<file path="config.mk">
export PLATFORM = sky130hd
export DESIGN_NAME = seq_divider
export DESIGN_NICKNAME = d
export VERILOG_FILES = /design/src/rtl/rtl_div_pkg.sv /design/src/rtl/div_subtract_stage.sv /design/src/rtl/seq_divider.sv
export SDC_FILE = /design/constraint.sdc
export NUM_CORES = 1
export LEC_CHECK = 0
export CELL_PAD_IN_SITES_DETAIL_PLACEMENT = 2
export CELL_PAD_IN_SITES_GLOBAL_PLACEMENT = 2
export CORE_MARGIN = 1
export CORE_UTILIZATION = 33
export DETAILED_ROUTE_END_ITERATION = 12
export PLACE_DENSITY_LB_ADDON = 0.12
export SLEW_MARGIN = 5
export SYNTH_ARGS = -nofsm -noshare
export SYNTH_HDL_FRONTEND = slang
export SYNTH_SLANG_ARGS = --single-unit
export TNS_END_PERCENT = 100
</file>
<file path="constraint.sdc">
create_clock -name clk -period 3.1 [get_ports clk]
set_input_delay 0.775 -clock clk [delete_from_list [all_inputs] [get_ports clk]]
set_output_delay 0.775 -clock clk [all_outputs]
set_load 0.005 [all_outputs]
</file>
<file path="src/rtl/rtl_div_pkg.sv">
// Shared definitions for the sequential divider: FSM state type, default
// operand width and the fill bit of the divide-by-zero quotient.
package rtl_div_pkg;

    // Default operand/result width of the divider datapath.
    localparam int DIV_WIDTH = 32;

    // Every bit of the divide-by-zero quotient takes this value (all ones).
    localparam logic DIV_ZERO_QBIT = 1'b1;

    // Divider control states.
    typedef enum logic [1:0] {
        IDLE = 2'd0,
        CALC = 2'd1,
        DONE = 2'd2
    } div_state_t;

endpackage

</file>
<file path="src/rtl/div_subtract_stage.sv">
// Combinational WIDTH+1-bit trial subtractor for the restoring divider.
// The difference is formed as a + ~b + 1 on the adder; a clear carry out
// of the top bit means the subtraction borrowed.
module div_subtract_stage #(
    parameter int WIDTH = 32
) (
    input  logic [WIDTH:0] a,
    input  logic [WIDTH:0] b,
    output logic [WIDTH:0] diff,
    output logic           borrow
);

    logic [WIDTH+1:0] sum;

    // Add the inverted subtrahend with carry-in of one.
    always_comb begin
        sum    = {1'b0, a} + {1'b0, ~b} + {{(WIDTH+1){1'b0}}, 1'b1};
        diff   = sum[WIDTH:0];
        borrow = ~sum[WIDTH+1];
    end

endmodule

</file>
<file path="src/rtl/seq_divider.sv">
// Multi-cycle restoring integer divider, one quotient bit per cycle.
// Operands enter through in_valid/in_ready; results leave through
// out_valid/out_ready. A transfer happens on a rising edge where valid and
// ready are both high; the source holds its data stable while valid is high
// and ready is low.
// Optional signed mode: define SEQ_DIVIDER_SIGNED_EN to add the signed_op port.
module seq_divider
    import rtl_div_pkg::*;
#(
    parameter int WIDTH = DIV_WIDTH
) (
    input  logic             clk,
    input  logic             rst_n,
    input  logic             in_valid,
    output logic             in_ready,
    input  logic [WIDTH-1:0] dividend,
    input  logic [WIDTH-1:0] divisor,
`ifdef SEQ_DIVIDER_SIGNED_EN
    input  logic             signed_op,
`endif
    output logic             out_valid,
    input  logic             out_ready,
    output logic [WIDTH-1:0] quotient,
    output logic [WIDTH-1:0] remainder,
    output logic             div_by_zero,
    output logic [1:0]       dbg_state
);

    localparam int CW = $clog2(WIDTH);

    div_state_t       state;
    logic [WIDTH-1:0] rem_q;
    logic [WIDTH-1:0] quo_sr;
    logic [WIDTH-1:0] dvsr;
    logic [CW-1:0]    count;
    logic             neg_q;
    logic             neg_r;

    logic             sop;
    logic [WIDTH-1:0] dvd_mag;
    logic [WIDTH-1:0] dvs_mag;
    logic [WIDTH:0]   trial_a;
    logic [WIDTH:0]   trial_b;
    logic [WIDTH:0]   diff;
    logic             borrow;
    logic [WIDTH-1:0] next_rem;
    logic [WIDTH-1:0] next_quo;
    logic [WIDTH-1:0] q_final;
    logic [WIDTH-1:0] r_final;
    logic             diff_msb_unused;

`ifdef SEQ_DIVIDER_SIGNED_EN
    assign sop = signed_op;
`else
    assign sop = 1'b0;
`endif

    assign in_ready  = (state == IDLE);
    assign dbg_state = state;

    // The top difference bit is always zero when no borrow occurs.
    assign diff_msb_unused = diff[WIDTH];

    div_subtract_stage #(.WIDTH(WIDTH)) u_sub (
        .a      (trial_a),
        .b      (trial_b),
        .diff   (diff),
        .borrow (borrow)
    );

    // Operand magnitudes at accept, trial step and sign fixup of the final step.
    always_comb begin
        dvd_mag  = (sop && dividend[WIDTH-1]) ? (~dividend + 1'b1) : dividend;
        dvs_mag  = (sop && divisor[WIDTH-1])  ? (~divisor + 1'b1)  : divisor;
        trial_a  = {rem_q, quo_sr[WIDTH-1]};
        trial_b  = {1'b0, dvsr};
        next_rem = borrow ? {rem_q[WIDTH-2:0], quo_sr[WIDTH-1]} : diff[WIDTH-1:0];
        next_quo = {quo_sr[WIDTH-2:0], ~borrow};
        q_final  = neg_q ? (~next_quo + 1'b1) : next_quo;
        r_final  = neg_r ? (~next_rem + 1'b1) : next_rem;
    end

    // Control FSM, iteration registers and held result registers.
    always_ff @(posedge clk or negedge rst_n) begin
        if (!rst_n) begin
            state       <= IDLE;
            rem_q       <= '0;
            quo_sr      <= '0;
            dvsr        <= '0;
            count       <= '0;
            neg_q       <= 1'b0;
            neg_r       <= 1'b0;
            out_valid   <= 1'b0;
            quotient    <= '0;
            remainder   <= '0;
            div_by_zero <= 1'b0;
        end else begin
            case (state)
                IDLE: begin
                    if (in_valid) begin
                        if (divisor == '0) begin
                            quotient    <= {WIDTH{DIV_ZERO_QBIT}};
                            remainder   <= dividend;
                            div_by_zero <= 1'b1;
                            out_valid   <= 1'b1;
                            state       <= DONE;
                        end else begin
                            rem_q  <= '0;
                            quo_sr <= dvd_mag;
                            dvsr   <= dvs_mag;
                            count  <= CW'(WIDTH - 1);
                            neg_q  <= sop && (dividend[WIDTH-1] ^ divisor[WIDTH-1]);
                            neg_r  <= sop && dividend[WIDTH-1];
                            state  <= CALC;
                        end
                    end
                end
                CALC: begin
                    rem_q  <= next_rem;
                    quo_sr <= next_quo;
                    count  <= count - 1'b1;
                    if (count == '0) begin
                        // Last bit: publish the sign-corrected result.
                        quotient    <= q_final;
                        remainder   <= r_final;
                        div_by_zero <= 1'b0;
                        out_valid   <= 1'b1;
                        state       <= DONE;
                    end
                end
                DONE: begin
                    if (out_ready) begin
                        out_valid <= 1'b0;
                        state     <= IDLE;
                    end
                end
                default: begin
                    state <= IDLE;
                end
            endcase
        end
    end

endmodule

</file>
==> run_results.csv <==
group,metric,value,unit
clocking,cts_buffers,17,
place,pre_cts_ws,-0.4431,ns
power_and_ir_drop,p_clk_share,13.6,%
status,status,"finished, violations left",
power_and_ir_drop,ir_worst_vdd,0.5336,mV
clocking,cts.sinks,169,
detailed_routing,firstDrtPassIters,10,
detailed_routing,avgRoutedWirePerCell,20.41,um
timing,tightest_slew,0.7071,ns
floorplan,core_area,26210,um2
synth,synth-main-ff-cell,"dfrtp_1",
setup_path,reg2reg_slack,0.15,ns
clocking,clk_pin_slew,0.07,ns
synth,synth-edff-count,0,
timing,period_needed,2.950,ns
setup_path,cp-end-kind,"register",
setup_path,worst_path_max_delay_cell,"mux2i_1",
timing,fin_ws,0.1495,ns
setup_path,slowest_delay,0.44,ns
setup_path,r2r-start,"rem_q[9]",
grt,grt_pass1_wl,49750,um
final_layout,finalNetCount,1252,
detailed_routing,vias,8004,
final_layout,num_antenna_cells,0,
run,drv_cap,0,
timing,finalSetupViolations,0,
timing,fin_skew,0.01949,ns
synth,ys_seq_area_share,47.71,%
detailed_routing,drt_iter0_drc,398,
synth,synth.avg_cell_area,9.175,um2
power_and_ir_drop,swShare,46.19,%
power_and_ir_drop,p_leak,5.042,nW
setup_path,path_max_fanout,29,
power_and_ir_drop,netSwitchingPower,7.389,mW
timing,rsz0062_at_grt,"true",
grt,antenna_found_initial,0,
final_layout,final_cell_mix,"dfrtp_1 (169), nand2_1 (167), clkdlybuf4s50_1 (135)",
floorplan,initial_core_util,33.82,%
power_and_ir_drop,powerDensity,1356,nW/um2
synth,syn_area,8864,um2
timing,report.final.slew_viol_count,0,
detailed_routing,routed_via_density,5.347,
power_and_ir_drop,internal_power,8.606,mW
synth,synth_seq_cells,169,
timing,final.period_utilization,95.18,%
synth,synth_cells,966,
floorplan,die_h,165.9,um
synth,synth_warnings,0,
setup_path,cp.arrival,3.28,ns
hold_path,hp-class,"in -> async",
clocking,h-tree-depth,4,
detailed_routing,ant_nets,0,
place,place_congestion,0.8012,
clocking,clkLatencyLatePin,0.44,ns
clocking,clock_path_buffers,2,
detailed_routing,routed_wl,30550,um
timing,fmax,0.3389,GHz
place,portBuffers,136,
status,violations,"design-rule violations",
grt,overflow,0,
floorplan,num_rows,59,
floorplan,die_w,165.9,um
setup_path,crit_type,"reg -> reg",
detailed_routing,drc,13,
final_layout,drive_gt1_share,12.74,%
floorplan,dieArea,27520,um2
clocking,root_buffer,"clkbuf_16",
floorplan,io_pins,137,
setup_path,reg2reg_depth,11,
grt,grt_usage,23.03,%
setup_path,required,3.43,ns
grt,grt_pass1_vias,8776,
setup_path,cp-start-kind,"register",
power_and_ir_drop,p_comb_share,60.6,%
final_layout,layout-area-overhead-vs-synth,33.09,%
timing,tns,0,ns
synth,synthDistinctLibCells,61,
clocking,cts_tree,"built",
power_and_ir_drop,p_seq_share,25.8,%
grt,grt_max_degree,67,
clocking,cts_hold_buf,0,
synth,synth_nets,1069,
synth,synthArstFlopShare,100.0,%
timing,relSlewSlack,52.75,%
final_layout,final_common_cell,"dfrtp_1",
place,dp_hpwl,23170,um
setup_path,r2r_end,"remainder[7]",
timing,hold_violations,0,
setup_path,path_cells,"ha_1 > a21oi_1 > o211ai_1 > nand2_1 > a21oi_2 > nand3_4 > o21ai_2 > buf_12 > mux2i_1 > o21ai_1 > o21a_1",
[worst max-delay path: cells and delay by family (launching register included)]
family                   cells  cell delay [ns]
AO/OA/AOI/OAI                6             1.03
adder cells (fa/ha/maj)      1             0.40
AND/OR/NAND/NOR              2             0.30
flip-flops                   1             0.43
buffers and inverters        1             0.22
multiplexers                 1             0.44
[worst max path at each step]
stage	from	endpoint	depth (start not counted)
CTS	divisor[29]	remainder[7]	11
floorplan	quo_sr[31]	remainder[24]	12
global placement	divisor[29]	remainder[7]	11
global route	rem_q[11]	remainder[7]	11
finish	rem_q[9]	remainder[7]	11
detailed placement	divisor[29]	remainder[7]	11
[cells in the mapped netlist, types with 10 or more instances]
master    count  area (um2)
o22a_1       31       271.5
ha_1         34       425.4
a21o_1       14       105.1
a21oi_1      74       370.4
nor2_1       35       131.4
buf_2        10       50.05
xnor2_1      20       175.2
o21ai_0      73       365.4
a22oi_1      34       255.2
inv_1        43       161.4
nand3_1      10       50.05
nor3_1       10       50.05
nand2_1     168       630.6
and3_1       19       118.9
dfrtp_1     169        4229
clkbuf_1     41       153.9
o21ai_1      51       255.2
[kinds of logic (layout without fill, tap and decap cells)]
logic type	Yosys count	in the layout	share of synthesized area [%]
flops	169	169	47.71
buf+inv	102	298	4.884
fa+ha+maj	35	35	5.025
compound gates	339	339	23.94
xor+xnor	28	28	2.767
mux	8	8	0.9176
simple gates	285	285	14.75
[stage by stage]
step | hold slack (ns) | cell area (um2) | power, mW | utilization (%) | cells
finish | 0.2283 | 11800 | 15.99 | 45.01 | 1497
global placement | 0.4756 | 11180 | 13.23 | 42.65 | 1464
detailed placement | 0.4937 | 11180 | 13.69 | 42.65 | 1464
CTS | 0.2261 | 11760 | 16.05 | 44.89 | 1496
floorplan | 0.4757 | 8864 | 10.03 | - | 966
global route | 0.2315 | 11800 | 17.28 | 45.01 | 1497
[registers in the layout (all words and copies together), names as in the netlist]
signal       flops
out_valid        1
quotient        32
count            5
quo_sr          32
div_by_zero      1
dbg_state        2
remainder       32
rem_q           32
dvsr            32
[layout make-up]
class / count / area, um2
clock inverters: 14 / 157.7
multi-input cells: 695 / 4259
fillers: 2824 / 14410
repair buffers: 223 / 2141
inverters: 43 / 161.4
well taps: 335 / 419.2
flip-flops and latches: 169 / 4229
clock buffers: 18 / 429.2
[power groups by stage]
stage               Sequential [mW]  Clock, mW  Combinational [mW]
floorplan                      3.87          0                6.17
global placement               4.09          0                9.14
detailed placement             4.16          0                9.54
CTS                            4.13       2.23                9.69
global route                   4.25       2.30                10.7
finish                         4.12       2.18                9.69
[repair_timing]
item,4_1_cts,5_1_grt
setup buffers,0,1
gates resized for setup,0,7
setup endpoints to repair,0,65
endpoints found under the hold margin,0,0
[layer usage]
layer	track usage [%]	share of wire (%)	up-vias
met1	32.84	50	4058
met4	4.063	0.68	0
met5	0	0	-
li1	-	-	3804
met3	3.074	2.3	12
met2	37.66	47	130
Note: power is estimated with default switching activity, not from simulation.
